<file path="config.mk">
export PLATFORM = sky130hd
export DESIGN_NAME = cond_unit
export DESIGN_NICKNAME = d
export VERILOG_FILES = /design/src/rtl/cond_unit.sv
export SDC_FILE = /design/constraint.sdc
export NUM_CORES = 1
export LEC_CHECK = 0
export CAP_MARGIN = 20
export CORE_AREA = 8 8 45 47
export DETAILED_ROUTE_END_ITERATION = 8
export DIE_AREA = 0 0 53 55
export PLACE_DENSITY_LB_ADDON = 0.05
export SETUP_SLACK_MARGIN = 0.4
export SKIP_LAST_GASP = 1
export SLEW_MARGIN = 20
export SYNTH_ARGS = -nofsm -noshare
export SYNTH_HDL_FRONTEND = slang
export SYNTH_SLANG_ARGS = --single-unit
</file>
<file path="constraint.sdc">
create_clock -name clk -period 2.45 [get_ports clk]
set_clock_uncertainty 0.15 [all_clocks]
set_input_delay 0.3675 -clock clk [delete_from_list [all_inputs] [get_ports clk]]
set_output_delay 0.3675 -clock clk [all_outputs]
set_load 0.005 [all_outputs]
</file>
<file path="src/rtl/cond_unit.sv">
// Condition unit for the single-cycle ARM datapath: holds NZCV, evaluates the
// instruction condition field and gates the decoder's state-changing strobes.
module cond_unit #(
  parameter logic [3:0] RESET_FLAGS = 4'b0000,
  parameter bit         ALLOW_NV    = 1'b0
) (
  input  logic       clk,
  input  logic       reset,
  input  logic [3:0] cond,
  input  logic [3:0] alu_flags,
  input  logic [1:0] flag_w,
  input  logic       pcs,
  input  logic       reg_w,
  input  logic       mem_w,
  input  logic       no_write,
  output logic       pc_src,
  output logic       reg_write,
  output logic       mem_write,
  output logic       cond_ex,
  output logic [3:0] flags
);

  typedef enum logic [3:0] {
    COND_EQ = 4'b0000, COND_NE = 4'b0001, COND_CS = 4'b0010, COND_CC = 4'b0011,
    COND_MI = 4'b0100, COND_PL = 4'b0101, COND_VS = 4'b0110, COND_VC = 4'b0111,
    COND_HI = 4'b1000, COND_LS = 4'b1001, COND_GE = 4'b1010, COND_LT = 4'b1011,
    COND_GT = 4'b1100, COND_LE = 4'b1101, COND_AL = 4'b1110, COND_NV = 4'b1111
  } cond_e;

  logic [3:0] flags_q, flags_d;
  logic       n, z, c, v;

  assign {n, z, c, v} = flags_q;
  assign flags        = flags_q;

  // Only the registered flags are consulted, so an instruction never sees its own ALU result.
  always_comb begin
    // NOTE: every combinational output gets a default first so no path can infer a latch.
    cond_ex = 1'b0;
    unique case (cond_e'(cond))
      COND_EQ: cond_ex = z;
      COND_NE: cond_ex = !z;
      COND_CS: cond_ex = c;
      COND_CC: cond_ex = !c;
      COND_MI: cond_ex = n;
      COND_PL: cond_ex = !n;
      COND_VS: cond_ex = v;
      COND_VC: cond_ex = !v;
      COND_HI: cond_ex = c & !z;
      COND_LS: cond_ex = !c | z;
      COND_GE: cond_ex = (n == v);
      COND_LT: cond_ex = (n != v);
      COND_GT: cond_ex = !z & (n == v);
      COND_LE: cond_ex = z | (n != v);
      COND_AL: cond_ex = 1'b1;
      COND_NV: cond_ex = ALLOW_NV;
    endcase
  end

  // N,Z and C,V halves update independently, and only for condition-passing instructions.
  always_comb begin
    flags_d = flags_q;
    if (cond_ex) begin
      if (flag_w[1]) flags_d[3:2] = alu_flags[3:2];
      if (flag_w[0]) flags_d[1:0] = alu_flags[1:0];
    end
  end

  // NOTE: state flops use non-blocking assignments so every register samples pre-edge values.
  always_ff @(posedge clk or posedge reset) begin
    if (reset) flags_q <= RESET_FLAGS;
    else       flags_q <= flags_d;
  end

  // Commit strobes are held low while reset is asserted; cond_ex stays visible.
  always_comb begin
    pc_src    = !reset & pcs   & cond_ex;
    reg_write = !reset & reg_w & cond_ex & !no_write;
    mem_write = !reset & mem_w & cond_ex;
  end

endmodule

</file>
==> impl_metrics.env <==
export IMPL_outcome="complete, but fails checks"
export IMPL_violations="negative setup slack"
export IMPL_antenna_found_initial=0
export IMPL_multi_input_area_um2=244.0
export IMPL_worstReg2RegEnd="flags[1]$_DFFE_PP0P_"
export IMPL_synthMuxAreaShare_pct=22.69
export IMPL_p_per_area_nw_per_um2=976.4
export IMPL_die_area_um2=2915
export IMPL_dp_cells=74
export IMPL_grt_first_pass_wirelength_um=1959
export IMPL_cts_buffers=3
export IMPL_layout_min_cycle_time_ps=2461
export IMPL_die_h_um=55
export IMPL_fill_cells=140
export IMPL_cts_sinks=4
export IMPL_seq_area_frac_synth_pct=33.61
export IMPL_grt_max_degree=5
export IMPL_ant_nets=0
export IMPL_ys_warn_count=0
export IMPL_clockBufferDepth=2
export IMPL_swShare_pct=32.22
export IMPL_cts_tree="built"
export IMPL_synth_seq_cells=4
export IMPL_die_w_um=53
export IMPL_ioPinCount=24
export IMPL_ys_types=13
export IMPL_placed_area_um2=621.8
export IMPL_overflow=0
export IMPL_wl_per_cell_um=14.99
export IMPL_syn_cell_area_um2=297.8
export IMPL_cpPeakStageDelay_ps=470
export IMPL_max_freq_mhz=406.4
export IMPL_synth_fp_nets=42
export IMPL_htree_levels=1
export IMPL_drive_above_1_share_pct=53.13
export IMPL_grt_setup_unrepaired="yes"
export IMPL_timing_final_max_slew_violations=0
export IMPL_seq_area_um2=100.1
export IMPL_area_growth_pct=137.0
export IMPL_clk_latency_ps=230
export IMPL_switchingPower_mw=0.2220
export IMPL_post_route_period_util_pct=100.4
export IMPL_antennaDiodeCount=0
export IMPL_critPathTopFamily="multiplexers"
export IMPL_routed_wl_um=1199
export IMPL_synth_top_family_by_area="multiplexers"
export IMPL_tns_ps=-10.89
export IMPL_setup_ws_ps=-10.89
export IMPL_ir_drop_uv=475.5
export IMPL_combPwrFrac_pct=71.4
export IMPL_worst_pin_slew_ps=260.5
export IMPL_vias=344
export IMPL_drt_iter0_drc=1
export IMPL_finalSetupViolCount=1
export IMPL_core_area_um2=1384
export IMPL_fin_nets=82
export IMPL_cp_end_kind="output pin"
export IMPL_crit_slowest_cell="mux4_2"
export IMPL_hp_class="in -> async"
export IMPL_worst_r2r_path_depth=7
export IMPL_dr_pass1_iters=3
export IMPL_worstPathCellList="mux4_2, xor2_1, nor2_2, a21o_2, buf_4, nor3b_2, buf_2"
export IMPL_p_leak_nw=0.3209
export IMPL_power_frac_seq_pct=17.2
export IMPL_maxCapViolCount=0
export IMPL_yosys_area_share_simple_pct=10.08
export IMPL_initial_core_util_pct=21.52
export IMPL_slew_headroom_pct=82.58
export IMPL_grt_util_all_layers_pct=9.116
export IMPL_criticalPathCategory="reg -> out"
export IMPL_critPathLaunchType="flop"
export IMPL_synth_xor_area_share_pct=11.76
export IMPL_synth_compound_gate_area_share_pct=16.81
export IMPL_p_int_mw=0.4670
export IMPL_drc_errors=0
export IMPL_r2r_setup_slack_ps=300
export IMPL_worst_ep_arrival_time_ps=1940
export IMPL_required_ps=1930
export IMPL_critical_path_buf_inv_count=2
export IMPL_vias_per_cell=4.300
export IMPL_largest_reg_flops=4
export IMPL_hold_viol=0
export IMPL_clkPwrFrac_pct=11.4
export IMPL_worstReg2RegStart="flags[2]$_DFFE_PP0P_"
export IMPL_critPathMaxFanout=4
export IMPL_cts_hold_buffers=0
export IMPL_synthAdderAreaFrac_pct=0
export IMPL_clockRootBuffer="clkbuf_4"
export IMPL_stdcell_count=80
export IMPL_grt_pass1_vias=427
export IMPL_rows=14
export IMPL_portBuffers=23
export IMPL_avgSynthCellArea_um2=11.45
export IMPL_clk_pin_slew_ps=40
export IMPL_synthCells=26
export IMPL_gp_congestion=0.7378
export IMPL_final_cell_area_um2=705.7
==> metrics by stage <==
| stage | hold WS [ps] | worst slack [ps] | total power, mW | utilization [%] |
|---|---|---|---|---|
| after floorplan | -16.42 | 385.8 | 0.2792 | - |
| after global placement | 429.7 | -629.3 | 0.5077 | 44.94 |
| after detailed placement | 444.6 | -751.3 | 0.5200 | 44.94 |
| after CTS | 354.4 | -54.80 | 0.6917 | 50.54 |
| after global routing | 388.0 | -104.1 | 0.7356 | 50.99 |
| final | 359.1 | -10.89 | 0.6890 | 50.99 |
==> metal layers <==
layer | vias up | share of wire [%] | track usage (%)
met5 | - | 0 | 0
met4 | 0 | 0 | 5.172
met3 | 0 | 5.6 | 2.139
met2 | 8 | 62 | 18.36
met1 | 169 | 32 | 8.012
li1 | 167 | - | -
==> how the worst max path moves through the flow <==
stage | start | endpoint | depth (start not counted)
finish | flags[2]$_DFFE_PP0P_ | mem_write | 7
global route | flags[2]$_DFFE_PP0P_ | mem_write | 7
CTS | flags[0]$_DFFE_PP0P_ | reg_write | 6
detailed placement | cond[2] | reg_write | 7
global placement | cond[2] | reg_write | 7
floorplan | flags[0]$_DFFE_PP0P_ | reg_write | 5
==> worst reg2reg max path, stage by stage (launching register included) <==
cell and delay [ps]:
dfrtp_1 380, mux4_2 470, xor2_1 180, nor2_2 50, buf_4 130, buf_6 120
a211oi_4 230, mux2_4 330
==> timing repair <==
item / 4_1_cts / 5_1_grt
setup buffers: 3 / 0
gates resized for setup: 30 / 1
endpoints found under the setup margin: 8 / 8
pin swaps: 3 / 3
==> power groups by stage <==
stage | Clock (mW) | Sequential, mW | Combinational [mW]
5_1_grt | 0.0853 | 0.123 | 0.528
6_report | 0.0788 | 0.118 | 0.492
3_5_place_dp | 0 | 0.119 | 0.401
3_3_place_gp | 0 | 0.120 | 0.388
4_1_cts | 0.0845 | 0.118 | 0.489
2_1_floorplan | 0 | 0.133 | 0.146
==> cell usage after synthesis (all sizes together) <==
library cell	instances	area [um2]
a21o	1	8.760
o21ba	1	10.01
inv	4	15.01
nor4b	1	8.760
nor3b	2	15.01
nor2	1	6.260
mux4	1	22.52
dfrtp	4	100.1
o22ai	1	6.260
xnor2	2	17.52
a211oi	2	25.02
mux2	4	45.04
xor2	2	17.52
==> kinds of logic after synthesis <==
logic type,Yosys count
flops,4
mux,5
xor+xnor,4
compound gates,5
buf+inv,4
simple gates,4
==> layout make-up <==
type                            count  area share [%]
Tap cell                           16           2.837
Timing Repair Buffer               35           43.09
Multi-Input combinational cell     18           34.57
Inverter                            4           2.128
Sequential cell                     4           14.18
Clock buffer                        3           3.191
==> cell usage in the layout (no fill, tap or decap) <==
master / netlist / final
clkdlybuf4s50_1: 0 / 17
buf_2: 0 / 4
buf_6: 0 / 1
mux2_4: 0 / 4
nor3b_2: 0 / 2
dfrtp_1: 4 / 4
clkdlybuf4s15_2: 0 / 1
clkbuf_4: 0 / 3
o21ba_2: 1 / 1
o22ai_2: 0 / 1
nor2_2: 1 / 1
inv_1: 4 / 4
a21o_2: 1 / 1
dlygate4sd2_1: 0 / 1
mux4_2: 1 / 1
xnor2_1: 2 / 2
xor2_1: 2 / 2
nor4b_4: 0 / 1
buf_4: 0 / 11
a211oi_4: 0 / 2
(Power assumes the default switching activity.)
